**config.mk**
```make
export PLATFORM = sky130hd
export DESIGN_NAME = game_ctrl
export DESIGN_NICKNAME = d
export VERILOG_FILES = /design/src/rtl/game_pkg.sv /design/src/rtl/btn_edge.sv /design/src/rtl/game_ctrl.sv
export SDC_FILE = /design/constraint.sdc
export NUM_CORES = 1
export LEC_CHECK = 0
export ABC_AREA = 1
export CELL_PAD_IN_SITES_DETAIL_PLACEMENT = 1
export CELL_PAD_IN_SITES_GLOBAL_PLACEMENT = 1
export CORE_ASPECT_RATIO = 1.5
export CORE_MARGIN = 8
export CORE_UTILIZATION = 41
export DETAILED_ROUTE_END_ITERATION = 10
export PLACE_DENSITY = 0.9
export SYNTH_ARGS = -nofsm -noshare
export SYNTH_HDL_FRONTEND = slang
export SYNTH_SLANG_ARGS = --single-unit
```
**constraint.sdc**
```tcl
create_clock -name clk -period 2.3 [get_ports clk]
set_input_delay 0.46 -clock clk [delete_from_list [all_inputs] [get_ports clk]]
set_output_delay 0.46 -clock clk [all_outputs]
set_load 0.01 [all_outputs]
```
**src/rtl/game_pkg.sv**
```systemverilog
// Shared game definitions: sequencer state encoding, map gamemode codes and screen geometry.
package game_pkg;

    // The state encoding doubles as the gamemode bus driven to the obstacle map.
    typedef enum logic [1:0] {
        IDLE  = 2'b00,
        RUN   = 2'b01,
        PAUSE = 2'b10,
        OVER  = 2'b11
    } game_state_t;

    localparam logic [1:0] GM_IDLE  = 2'b00;
    localparam logic [1:0] GM_RUN   = 2'b01;
    localparam logic [1:0] GM_PAUSE = 2'b10;
    localparam logic [1:0] GM_OVER  = 2'b11;

    localparam int UPPER_BOUND  = 20;
    localparam int LOWER_BOUND  = 440;
    localparam int SCREEN_WIDTH = 640;

endpackage

```
**src/rtl/btn_edge.sv**
```systemverilog
// Rising-edge detector for an already-synchronised button level.
module btn_edge (
    input  logic clk,
    input  logic rst,
    input  logic btn,
    output logic rise
);

    logic prev_r;

    // Remember last cycle's level so a held button produces a single pulse.
    always_ff @(posedge clk or posedge rst) begin
        if (rst) begin
            prev_r <= 1'b0;
        end else begin
            prev_r <= btn;
        end
    end

    assign rise = btn & ~prev_r;

endmodule

```
**src/rtl/game_ctrl.sv**
```systemverilog
// Game sequencer: IDLE/RUN/PAUSE/OVER control, score, level, scroll speed and high score.
module game_ctrl
    import game_pkg::*;
#(
    parameter int LEVEL_FRAMES = 600,
    parameter int MAX_LEVEL    = 7,
    parameter int BASE_SPEED   = 2,
    parameter int OVER_HOLD    = 90,
    parameter int SCORE_W      = 16
) (
    input  logic               clk,
    input  logic               rst,
    input  logic               btn_start,
    input  logic               btn_pause,
    input  logic               collision,
    output logic [1:0]         gamemode,
    output logic [SCORE_W-1:0] score,
    output logic [SCORE_W-1:0] high_score,
    output logic               new_record,
    output logic [2:0]         level,
    output logic [3:0]         scroll_speed
);

    localparam int FRAME_W = (LEVEL_FRAMES > 1) ? $clog2(LEVEL_FRAMES) : 1;
    localparam int HOLD_W  = (OVER_HOLD > 0) ? $clog2(OVER_HOLD + 1) : 1;

    localparam logic [FRAME_W-1:0] FRAME_LAST = FRAME_W'(LEVEL_FRAMES - 1);
    localparam logic [HOLD_W-1:0]  HOLD_MAX   = HOLD_W'(OVER_HOLD);
    localparam logic [2:0]         LEVEL_MAX  = 3'(MAX_LEVEL);
    localparam logic [3:0]         SPEED_BASE = 4'(BASE_SPEED);
    localparam logic [SCORE_W-1:0] SCORE_MAX  = {SCORE_W{1'b1}};

    if (BASE_SPEED + MAX_LEVEL > 15) begin : g_speed_chk
        $error("game_ctrl: BASE_SPEED + MAX_LEVEL does not fit the 4-bit scroll_speed");
    end
    if (MAX_LEVEL > 7) begin : g_level_chk
        $error("game_ctrl: MAX_LEVEL does not fit the 3-bit level");
    end

    game_state_t        state_r, state_nxt_s;
    logic [SCORE_W-1:0] score_r, score_nxt_s;
    logic [SCORE_W-1:0] high_r, high_nxt_s;
    logic               record_r, record_nxt_s;
    logic [2:0]         level_r, level_nxt_s;
    logic [3:0]         speed_r;
    logic [FRAME_W-1:0] frame_r, frame_nxt_s;
    logic [HOLD_W-1:0]  hold_r, hold_nxt_s;
    logic               start_rise_s;
    logic               pause_rise_s;

    btn_edge u_start_edge (.clk(clk), .rst(rst), .btn(btn_start), .rise(start_rise_s));
    btn_edge u_pause_edge (.clk(clk), .rst(rst), .btn(btn_pause), .rise(pause_rise_s));

    // Next-state and next-counter logic; collision outranks pause while running.
    always_comb begin
        state_nxt_s  = state_r;
        score_nxt_s  = score_r;
        high_nxt_s   = high_r;
        record_nxt_s = record_r;
        level_nxt_s  = level_r;
        frame_nxt_s  = frame_r;
        hold_nxt_s   = hold_r;
        case (state_r)
            IDLE: begin
                if (start_rise_s) begin
                    state_nxt_s  = RUN;
                    score_nxt_s  = {SCORE_W{1'b0}};
                    level_nxt_s  = 3'd0;
                    frame_nxt_s  = {FRAME_W{1'b0}};
                    record_nxt_s = 1'b0;
                end else begin
                    state_nxt_s = IDLE;
                end
            end
            RUN: begin
                if (collision) begin
                    state_nxt_s = OVER;
                    hold_nxt_s  = {HOLD_W{1'b0}};
                    if (score_r > high_r) begin
                        high_nxt_s   = score_r;
                        record_nxt_s = 1'b1;
                    end else begin
                        high_nxt_s = high_r;
                    end
                end else if (pause_rise_s) begin
                    state_nxt_s = PAUSE;
                end else begin
                    score_nxt_s = (score_r == SCORE_MAX) ? score_r : score_r + 1'b1;
                    if (frame_r == FRAME_LAST) begin
                        frame_nxt_s = {FRAME_W{1'b0}};
                        level_nxt_s = (level_r >= LEVEL_MAX) ? level_r : level_r + 3'd1;
                    end else begin
                        frame_nxt_s = frame_r + 1'b1;
                    end
                end
            end
            PAUSE: begin
                if (pause_rise_s) begin
                    state_nxt_s = RUN;
                end else begin
                    state_nxt_s = PAUSE;
                end
            end
            OVER: begin
                // A start before the hold expires is simply dropped, never queued.
                if ((hold_r == HOLD_MAX) && start_rise_s) begin
                    state_nxt_s = IDLE;
                end else begin
                    state_nxt_s = OVER;
                    hold_nxt_s  = (hold_r == HOLD_MAX) ? hold_r : hold_r + 1'b1;
                end
            end
            default: begin
                state_nxt_s = IDLE;
            end
        endcase
    end

    // State, counters and registered outputs; speed tracks the level being written.
    always_ff @(posedge clk or posedge rst) begin
        if (rst) begin
            state_r  <= IDLE;
            score_r  <= {SCORE_W{1'b0}};
            high_r   <= {SCORE_W{1'b0}};
            record_r <= 1'b0;
            level_r  <= 3'd0;
            speed_r  <= SPEED_BASE;
            frame_r  <= {FRAME_W{1'b0}};
            hold_r   <= {HOLD_W{1'b0}};
        end else begin
            state_r  <= state_nxt_s;
            score_r  <= score_nxt_s;
            high_r   <= high_nxt_s;
            record_r <= record_nxt_s;
            level_r  <= level_nxt_s;
            speed_r  <= SPEED_BASE + {1'b0, level_nxt_s};
            frame_r  <= frame_nxt_s;
            hold_r   <= hold_nxt_s;
        end
    end

    assign gamemode     = state_r;
    assign score        = score_r;
    assign high_score   = high_r;
    assign new_record   = record_r;
    assign level        = level_r;
    assign scroll_speed = speed_r;

endmodule

```
==> key figures, run 1 <==
Synth
  – Register area share after synthesis: 0.424
  – #FFs+latches synth: 60
  – Synth cell types: 40
  – Synth top cells by count: 92 x nand2_1, 59 x dfrtp_1, 57 x inv_1
  – Cell with the most instances after synthesis: nand2_1
  – Mapped Area: 3540 um2
  – Synth top area share: 0.417
  – Async SR Flop Fraction: 1.00
  – Synth area leader: dfrtp_1
  – Synth top area cells: dfrtp_1 42%, nand2_1 9.7%, ha_1 8.1%
  – Cells after synthesis: 424
  – Number of flops mapped to enable cells by yosys: 0
  – Post-Syn Nets: 452
  – Ys Warns: 0
  – Dominant synthesized flop cell: dfrtp_1
  – Syn Area/Cell: 8.35 um2

Hold path
  – Worst Hold Class: primary input to async pin

Route
  – WL final: 10800 um
  – Drt pass-1 iters: 4
  – Post-route DRC: 0
  – Via count: 3275
  – Average wire per standard cell: 18.1 um
  – DR iter-0 viols: 132
  – Antenna Nets Post-Route: 0
  – Avg Vias per Cell: 5.47

Floorplan
  – Die area: 11900 um2
  – Boundary Pins: 47
  – Starting Density: 0.421
  – Die width: 91.9 um
  – Core area: 8410 um2
  – FP Rows: 41
  – Die height: 130 um

Worst setup path
  – Critical path depth in cells: 8
  – Crit-path max cell delay: 0.45 ns
  – Crit path cell chain: ha_1 -> nand4_1 -> nor3_1 -> nand3_1 -> nand3_4 -> buf_4 -> nand2_1 -> o21ai_2
  – Critical path's top delay family: simple AND/OR/NAND/NOR gates
  – Crit path capture type: register
  – CP Data Required Time: 2.57 ns
  – WP buf/inv: 1
  – CP max stage cell: dfrtp_1
  – Worst EP arrival: 2.34 ns
  – Crit path kind: register to register
  – Critical path startpoint category: register
  – Crit path max fanout: 11
  – R2R depth: 8

Layout
  – Share of layout cells above drive strength 1: 0.140
  – Synthesis-to-layout area growth: 26.7%
  – Layout net count: 515
  – Antenna cells: 0
  – Final core utilization: 0.534

Place
  – Pre-CTS setup slack: -0.00195 ns
  – GPL Wtd Cong: 0.881
  – DPL Wire Length: 7640 um
  – Buffers on Ports: 46

Global route
  – Largest net degree at the start of global routing: 23
  – Vias in the first global route: 3746
  – Initial antenna violation count: 0
  – Global route total overflow: 0
  – First-pass GRT wire length: 18400 um
  – All-Layer GR Usage: 0.195

Power
  – Power, Total: 5090 uW
  – Power per Cell Area: 1130 nW/um2
  – Leak pwr: 0.00205 uW
  – VDD IR max: 669 uV

Clock tree
  – Htree depth: 3
  – Clk buf depth: 2
  – CTS tree: built
  – Total CTS buffers: 9
  – Root Driver: clkbuf_16
  – CTS hold repair buffers: 0
  – Clock Sink Count: 60
  – CTS clock-pin slew for the worst setup and hold paths: 0.06 ns
  – Resize count post-CTS: 0
  – Clk Latency, worst-skew pair: 0.34 ns
  – Post-CTS Setup Bufs: 0

Timing
  – Fin crit period: 2.07 ns
  – Fin. max-slew vios: 0
  – Max frequency: 482 MHz
  – Unrepaired setup endpoints after global routing: no
  – WHS: 0.436 ns
  – Relative slew slack: 0.684
  – Setup slack after layout: 0.226 ns
  – Worst-margin pin slew: 0.470 ns
  – Final-report setup violation count: 0
  – Tcrit/Tclk final: 0.902
  – Setup TNS: 0 ns
  – Final hold violation count: 0
  – Layout Skew: 0.0126 ns

Outcome
  – Status: complete, no violations

Flow run
  – Max_cap viols: 0
[area by class of cell]
type                    count  area [um2]
well taps                 107         134
fillers                  1006        3920
clock inverters             2        35.0
multi-input cells         292        1720
inverters                  65         251
repair buffers             59         583
flip-flops and latches     60        1500
clock buffers              14         264
[power breakdown]
group / switching [uW] / internal (uW) / leakage [uW]
clock network: 472 / 896 / 0.000147
logic: 1100 / 885 / 0.00115
registers: 365 / 1380 / 0.000747
total: 1930 / 3160 / 0.00205
[metrics by stage]
stage	instances	cell area [um2]
floorplan	424	3540
finish	599	4490
global placement	583	4190
detailed placement	583	4190
CTS	599	4490
global route	599	4490
[state kept, by name, indices dropped and copies added (netlist names), named ones only]
register / count
level: 2
score: 16
new_record: 1
scroll_speed: 3
frame_r: 10
gamemode: 2
hold_r: 7
u_pause_edge.prev_r: 1
high_score: 16
u_start_edge.prev_r: 1
[metal layers]
layer  track usage  up-vias  share of wire
li1              -     1522              -
met1         0.188     1609           0.36
met2         0.359      100           0.55
met3        0.0483       44          0.047
met4         0.130        0          0.047
met5             0        -              0
[placed cells by master (no fill, tap or decap), drive strengths merged, types with 2 or more instances in the layout]
cell type	netlist	final
clkdlybuf4s50	0	46
a2bb2oi	2	2
nor3b	2	2
dfrtp	59	59
a21oi	18	18
nand2	93	93
o21ai	38	38
clkbuf	0	14
nor4	3	3
clkinv	1	2
nand4	10	10
o31ai	4	4
nand3b	2	2
xor2	6	6
nor3	18	18
nor2	39	39
buf	7	13
a31oi	3	3
nand3	24	24
ha	23	23
inv	64	64
[final timing paths]
| path | end | slack [ns] | startpoint |
|---|---|---|---|
| max | high_score[9] | 0.23 | score[11] |
| min | score[10] | 0.44 | rst |
| max reg2reg | high_score[9] | 0.23 | score[11] |
| min reg2reg | high_score[3] | 0.51 | high_score[3] |
| max in group asynchronous | hold_r[6] | 1.32 | rst |
| min in group clk | high_score[3] | 0.51 | high_score[3] |
[logic make-up (layout without fill, tap and decap cells)]
family | after synthesis | count (layout) | synth area share
and+or+nand+nor | 192 | 192 | 0.255
buffers and inverters | 72 | 140 | 0.0904
AOI/OAI and AO/OA | 70 | 70 | 0.132
DFF | 60 | 60 | 0.424
adders and majority gates | 23 | 23 | 0.0812
xor gates and xnor gates | 7 | 7 | 0.0173
Note: power is estimated with default switching activity, not from simulation.
==> run 2, diff against run 1 <==
--- a/config.mk
+++ b/config.mk
@@ -8,7 +8,7 @@
 export ABC_AREA = 1
 export CELL_PAD_IN_SITES_DETAIL_PLACEMENT = 1
 export CELL_PAD_IN_SITES_GLOBAL_PLACEMENT = 1
-export CORE_ASPECT_RATIO = 1.5
+export CORE_ASPECT_RATIO = 1.2
 export CORE_MARGIN = 8
 export CORE_UTILIZATION = 41
 export DETAILED_ROUTE_END_ITERATION = 10
==> run 2 against run 1 <==
Against the previous run:
- die area is 0.41% lower
- register-to-register slack worse by 0.05 ns
- cell count up 1.2%
- total power is 7.3% lower
- worst hold slack improved by 0.067 ns
- utilization fell by 1.3 points
- clock power shrank 22%
==> key figures, run 2 (synthesis gave the netlist of run 1 again) <==
Layout
  – Multi-input gate area: 1720 um2
  – Most common cell after layout, fill and taps aside: nand2_1
  – Fill cell count: 1034
  – Final instance area: 4410 um2
  – Layout net count: 512
  – Register area: 1500 um2
  – Antenna cells: 0
  – Commonest non-fill, non-tap cells in the layout: 92 x nand2_1, 59 x dfrtp_1, 56 x inv_1, 46 x clkdlybuf4s50_1, 34 x nor2_1
  – Share of layout cells above drive strength 1: 0.139
  – Synthesis-to-layout area growth: 24.5%
  – Final core utilization: 0.520

Timing
  – Final-report setup violation count: 0
  – Layout Skew: 0.0132 ns
  – WHS: 0.502 ns
  – Relative slew slack: 0.692
  – Setup slack after layout: 0.175 ns
  – Final hold violation count: 0
  – Unrepaired setup endpoints after global routing: no
  – Setup TNS: 0 ns
  – Max frequency: 471 MHz
  – Worst-margin pin slew: 0.457 ns
  – Fin crit period: 2.12 ns
  – Tcrit/Tclk final: 0.924
  – Fin. max-slew vios: 0

Flow run
  – Max_cap viols: 0

Route
  – Antenna Nets Post-Route: 0
  – Via count: 3119
  – Average wire per standard cell: 16.6 um
  – WL final: 10000 um
  – Avg Vias per Cell: 5.15
  – DR iter-0 viols: 80
  – Drt pass-1 iters: 4
  – Post-route DRC: 0

Power
  – VDD IR max: 396 uV
  – Leak pwr: 0.00200 uW
  – Power per Cell Area: 1070 nW/um2

Floorplan
  – Die height: 118 um
  – Die width: 101 um
  – Starting Density: 0.418
  – FP Rows: 37
  – Die area: 11900 um2
  – Boundary Pins: 47
  – Core area: 8470 um2

Global route
  – All-Layer GR Usage: 0.182
  – Vias in the first global route: 3515
  – First-pass GRT wire length: 17100 um
  – Largest net degree at the start of global routing: 61
  – Initial antenna violation count: 0
  – Global route total overflow: 0

Clock tree
  – CTS clock-pin slew for the worst setup and hold paths: 0.08 ns
  – Clock Sink Count: 60
  – Post-CTS Setup Bufs: 0
  – Root Driver: clkbuf_8
  – Clk Latency, worst-skew pair: 0.35 ns
  – CTS hold repair buffers: 0
  – Htree depth: 3
  – Clk buf depth: 2
  – Total CTS buffers: 9
  – Resize count post-CTS: 0
  – CTS tree: built

Worst setup path
  – Crit path kind: register to register
  – Crit path capture type: register
  – Critical path startpoint category: register
  – Worst EP arrival: 2.40 ns
  – Crit path cell chain: ha_1 -> nand2_1 -> nor3_1 -> nand3_1 -> nand3_4 -> buf_12 -> nand2_1 -> o21ai_2
  – WP buf/inv: 1
  – Crit-path max cell delay: 0.43 ns
  – Critical path's top delay family: simple AND/OR/NAND/NOR gates
  – Crit path max fanout: 21
  – CP most frequent cell: nand2_1
  – CP Data Required Time: 2.57 ns
  – CP max stage cell: dfrtp_1

Place
  – Placement Cell Area: 4190 um2
  – DPL Wire Length: 7440 um
  – Buffers on Ports: 46
  – Pre-CTS setup slack: 0.00524 ns
  – GPL Wtd Cong: 0.859

Hold path
  – Worst Hold Class: primary input to async pin

Outcome
  – Status: complete, no violations
-- run 2: cell types whose count changed in the layout (fill, tap and decap cells not counted) --
cell | before | now
clkbuf_16 | 9 | 0
clkbuf_8 | 2 | 10
buf_4 | 11 | 7
clkbuf_1 | 3 | 1
clkinv_2 | 1 | 3
buf_12 | 2 | 3
bufinv_16 | 1 | 2
-- run 2: where the power goes --
part	switching, uW	internal, uW	leakage (uW)
clock	437	635	0.000113
sequential	346	1380	0.000747
combinational	1040	880	0.00114
-- run 2: area by class of cell --
cell class | instances | area share
inverter | 65 | 0.0570
clock inverter | 5 | 0.0170
multi-input combinational | 292 | 0.390
tap | 117 | 0.0332
timing repair buffer | 56 | 0.130
sequential | 60 | 0.341
clock buffer | 11 | 0.0321
-- run 2: routing by layer --
metal	GRT usage	share of wire
met5	0	0
met1	0.197	0.40
met4	0.0825	0.021
met2	0.326	0.54
met3	0.0373	0.039
-- run 2: worst paths after layout --
check                          startpoint              end  slack, ns  depth (start not counted)
setup / recovery                score[15]    high_score[6]       0.18                          8
hold / removal                        rst    high_score[0]       0.50                          3
setup reg to reg                score[15]    high_score[6]       0.18                          8
max in group asynchronous             rst  scroll_speed[1]       1.51                          3
hold reg to reg            high_score[13]   high_score[13]       0.51                          2
min in group clk           high_score[13]   high_score[13]       0.51                          2
-- run 2: worst reg2reg max path: stages (launching register included) --
cell	delay (ns)
dfrtp_1	0.43
ha_1	0.32
nand2_1	0.10
nor3_1	0.38
nand3_1	0.29
nand3_4	0.20
buf_12	0.18
nand2_1	0.09
o21ai_2	0.06
-- run 2: per-stage QoR --
| stage | total power [uW] | std cells |
|---|---|---|
| final | 4720 | 606 |
| after global routing | 5100 | 606 |
| after CTS | 4780 | 606 |
| after detailed placement | 3680 | 590 |
| after global placement | 3530 | 590 |
| after floorplan | 2820 | 424 |
==> run 3, diff against run 2 <==
==> constraint.sdc (replaced) <==
create_clock -name clk -period 2 [get_ports clk]
set_input_delay 0.4 -clock clk [delete_from_list [all_inputs] [get_ports clk]]
set_output_delay 0.4 -clock clk [all_outputs]
set_load 0.01 [all_outputs]
==> run 3 against run 2 <==
Against the previous run:
- the run now ends with setup timing left
- combinational power grew 60%
- sequential share of layout area down 3.7 points
- global-route usage grew 1.5 points
- routed wire length is 30% higher
- cell count increased by 7.4%
- critical endpoint is now high_score[0]
==> key figures, run 3 (synthesis gave the netlist of run 1 again) <==
Floorplan
  – Core area: 8470 um2
  – Die area: 11900 um2
  – Die width: 101 um
  – Boundary Pins: 47
  – Starting Density: 0.418
  – FP Rows: 37
  – Die height: 118 um

Global route
  – Global route total overflow: 0
  – Largest net degree at the start of global routing: 27
  – First-pass GRT wire length: 18600 um
  – Initial antenna violation count: 0
  – Vias in the first global route: 3845
  – All-Layer GR Usage: 0.197

Power
  – Logic gate share of total power: 0.512
  – Int Power: 3440 uW
  – Power per Cell Area: 1210 nW/um2
  – Clk pwr share: 0.159
  – VDD IR max: 462 uV
  – Leak pwr: 0.00224 uW
  – Switching portion of total power: 0.429
  – Sequential share of power: 0.330
  – P_sw: 2580 uW

Clock tree
  – Clk Latency, worst-skew pair: 0.36 ns
  – CTS clock-pin slew for the worst setup and hold paths: 0.08 ns
  – Clock Sink Count: 60
  – CTS hold repair buffers: 0
  – Clk buf depth: 2
  – Root Driver: clkbuf_8
  – CTS tree: built
  – Htree depth: 3
  – Total CTS buffers: 9

Timing
  – Unrepaired setup endpoints after global routing: yes
  – Tcrit/Tclk final: 1.04
  – Relative slew slack: 0.679
  – WHS: 0.402 ns
  – Setup TNS: -0.750 ns
  – Layout Skew: 0.0152 ns
  – Setup slack after layout: -0.0737 ns
  – Final-report setup violation count: 17
  – Fin crit period: 2.07 ns
  – Max frequency: 482 MHz
  – Fin. max-slew vios: 0
  – Worst-margin pin slew: 0.481 ns
  – Final hold violation count: 0

Worst setup path
  – Critical path depth in cells: 11
  – WP buf/inv: 3
  – Critical Path End: high_score[0]
  – R2R depth: 11
  – Critical path's top delay family: simple AND/OR/NAND/NOR gates
  – R2R Setup Slk: -0.07 ns
  – Worst setup startpoint: high_score[11]
  – CP Data Required Time: 2.23 ns
  – Crit path max fanout: 6
  – CP most frequent cell: nand2_4
  – Crit path capture type: register
  – Critical path startpoint category: register
  – Worst EP arrival: 2.30 ns
  – Crit path cell chain: inv_2 -> ha_4 -> nand4_1 -> nor3_2 -> buf_4 -> nand2_4 -> nand2_4 -> nand3_4 -> clkbuf_16 -> nand2_4 -> o21ai_2
  – FF-to-FF Start: high_score[11]
  – CP max stage cell: dfrtp_1
  – Crit Reg-Reg Endpoint: high_score[0]
  – Crit path kind: register to register
  – Crit-path max cell delay: 0.40 ns

Layout
  – Most common cell after layout, fill and taps aside: nand2_1
  – Register area: 1510 um2
  – Antenna cells: 0
  – Share of layout cells above drive strength 1: 0.279
  – Fill cell count: 1014
  – Layout net count: 557
  – Commonest non-fill, non-tap cells in the layout: 71 x nand2_1, 57 x dfrtp_1, 54 x inv_1, 47 x buf_4, 46 x clkdlybuf4s50_1
  – Synthesis-to-layout area growth: 40.1%
  – Multi-input gate area: 1930 um2

Place
  – DPL Wire Length: 8570 um
  – GPL Wtd Cong: 0.876
  – Buffers on Ports: 46

Route
  – Post-route DRC: 0
  – Via count: 3596
  – Antenna Nets Post-Route: 0
  – Average wire per standard cell: 20.0 um
  – WL final: 13000 um
  – Avg Vias per Cell: 5.52
  – Drt pass-1 iters: 4
  – DR iter-0 viols: 161

Flow run
  – Max_cap viols: 0

Hold path
  – Worst Hold Class: primary input to async pin

Outcome
  – Status: finished, violations left
  – Violations in the final reports: setup timing
==> run 3: worst min-delay path by stage <==
| stage | start | to | slack (ns) |
|---|---|---|---|
| after global routing | rst | score[0] | 0.43 |
| after CTS | rst | high_score[15] | 0.39 |
| final | rst | score[0] | 0.40 |
| after floorplan | btn_pause | u_pause_edge.prev_r | 0.43 |
| after detailed placement | high_score[12] | high_score[12] | 0.50 |
| after global placement | high_score[14] | high_score[14] | 0.49 |
==> run 3: metal layers <==
layer,track usage,share of wire,wire (um)
met2,0.364,0.54,7070
met1,0.203,0.37,4830
met4,0.0825,0.040,527
met5,0,0,0
met3,0.0444,0.047,615
==> run 3: worst register-to-register path, delay by kind of cell (launching register included) <==
| family | cells | cell delay (ns) |
|---|---|---|
| flip-flops | 1 | 0.40 |
| adder cells (fa/ha/maj) | 1 | 0.28 |
| AO/OA/AOI/OAI | 1 | 0.05 |
| AND/OR/NAND/NOR | 6 | 0.75 |
| buffers and inverters | 3 | 0.48 |
==> run 3: power groups by stage <==
stage | Clock (uW) | Sequential (uW) | Combinational [uW]
after floorplan | 0 | 2010 | 1230
after global placement | 0 | 1910 | 2290
after detailed placement | 0 | 1960 | 2490
after CTS | 959 | 1930 | 2580
after global routing | 1030 | 2020 | 3350
final | 955 | 1980 | 3080
==> run 3: stage by stage <==
stage | total power (uW) | area [um2] | cells | setup slack [ns] | util
after floorplan | 3240 | 3540 | 424 | 0.117 | -
final | 6020 | 4960 | 651 | -0.0737 | 0.586
after global placement | 4200 | 4410 | 617 | -0.0394 | 0.520
after detailed placement | 4450 | 4410 | 617 | -0.183 | 0.520
after CTS | 5470 | 4580 | 635 | 0.0189 | 0.541
after global routing | 6400 | 4960 | 651 | -0.142 | 0.586
==> run 3: area by class of cell <==
class / count / share of cell area
Clock buffer: 13 / 0.0280
Clock inverter: 3 / 0.00303
Inverter: 65 / 0.0507
Multi-Input combinational cell: 292 / 0.388
Sequential cell: 60 / 0.303
Tap cell: 117 / 0.0295
Timing Repair Buffer: 101 / 0.197
==> run 3: timing repair <==
action,CTS,global route
setup buffers,2,13
pin swaps,0,10
resized for setup,2,53
setup endpoints to repair,13,23
cloned,0,3
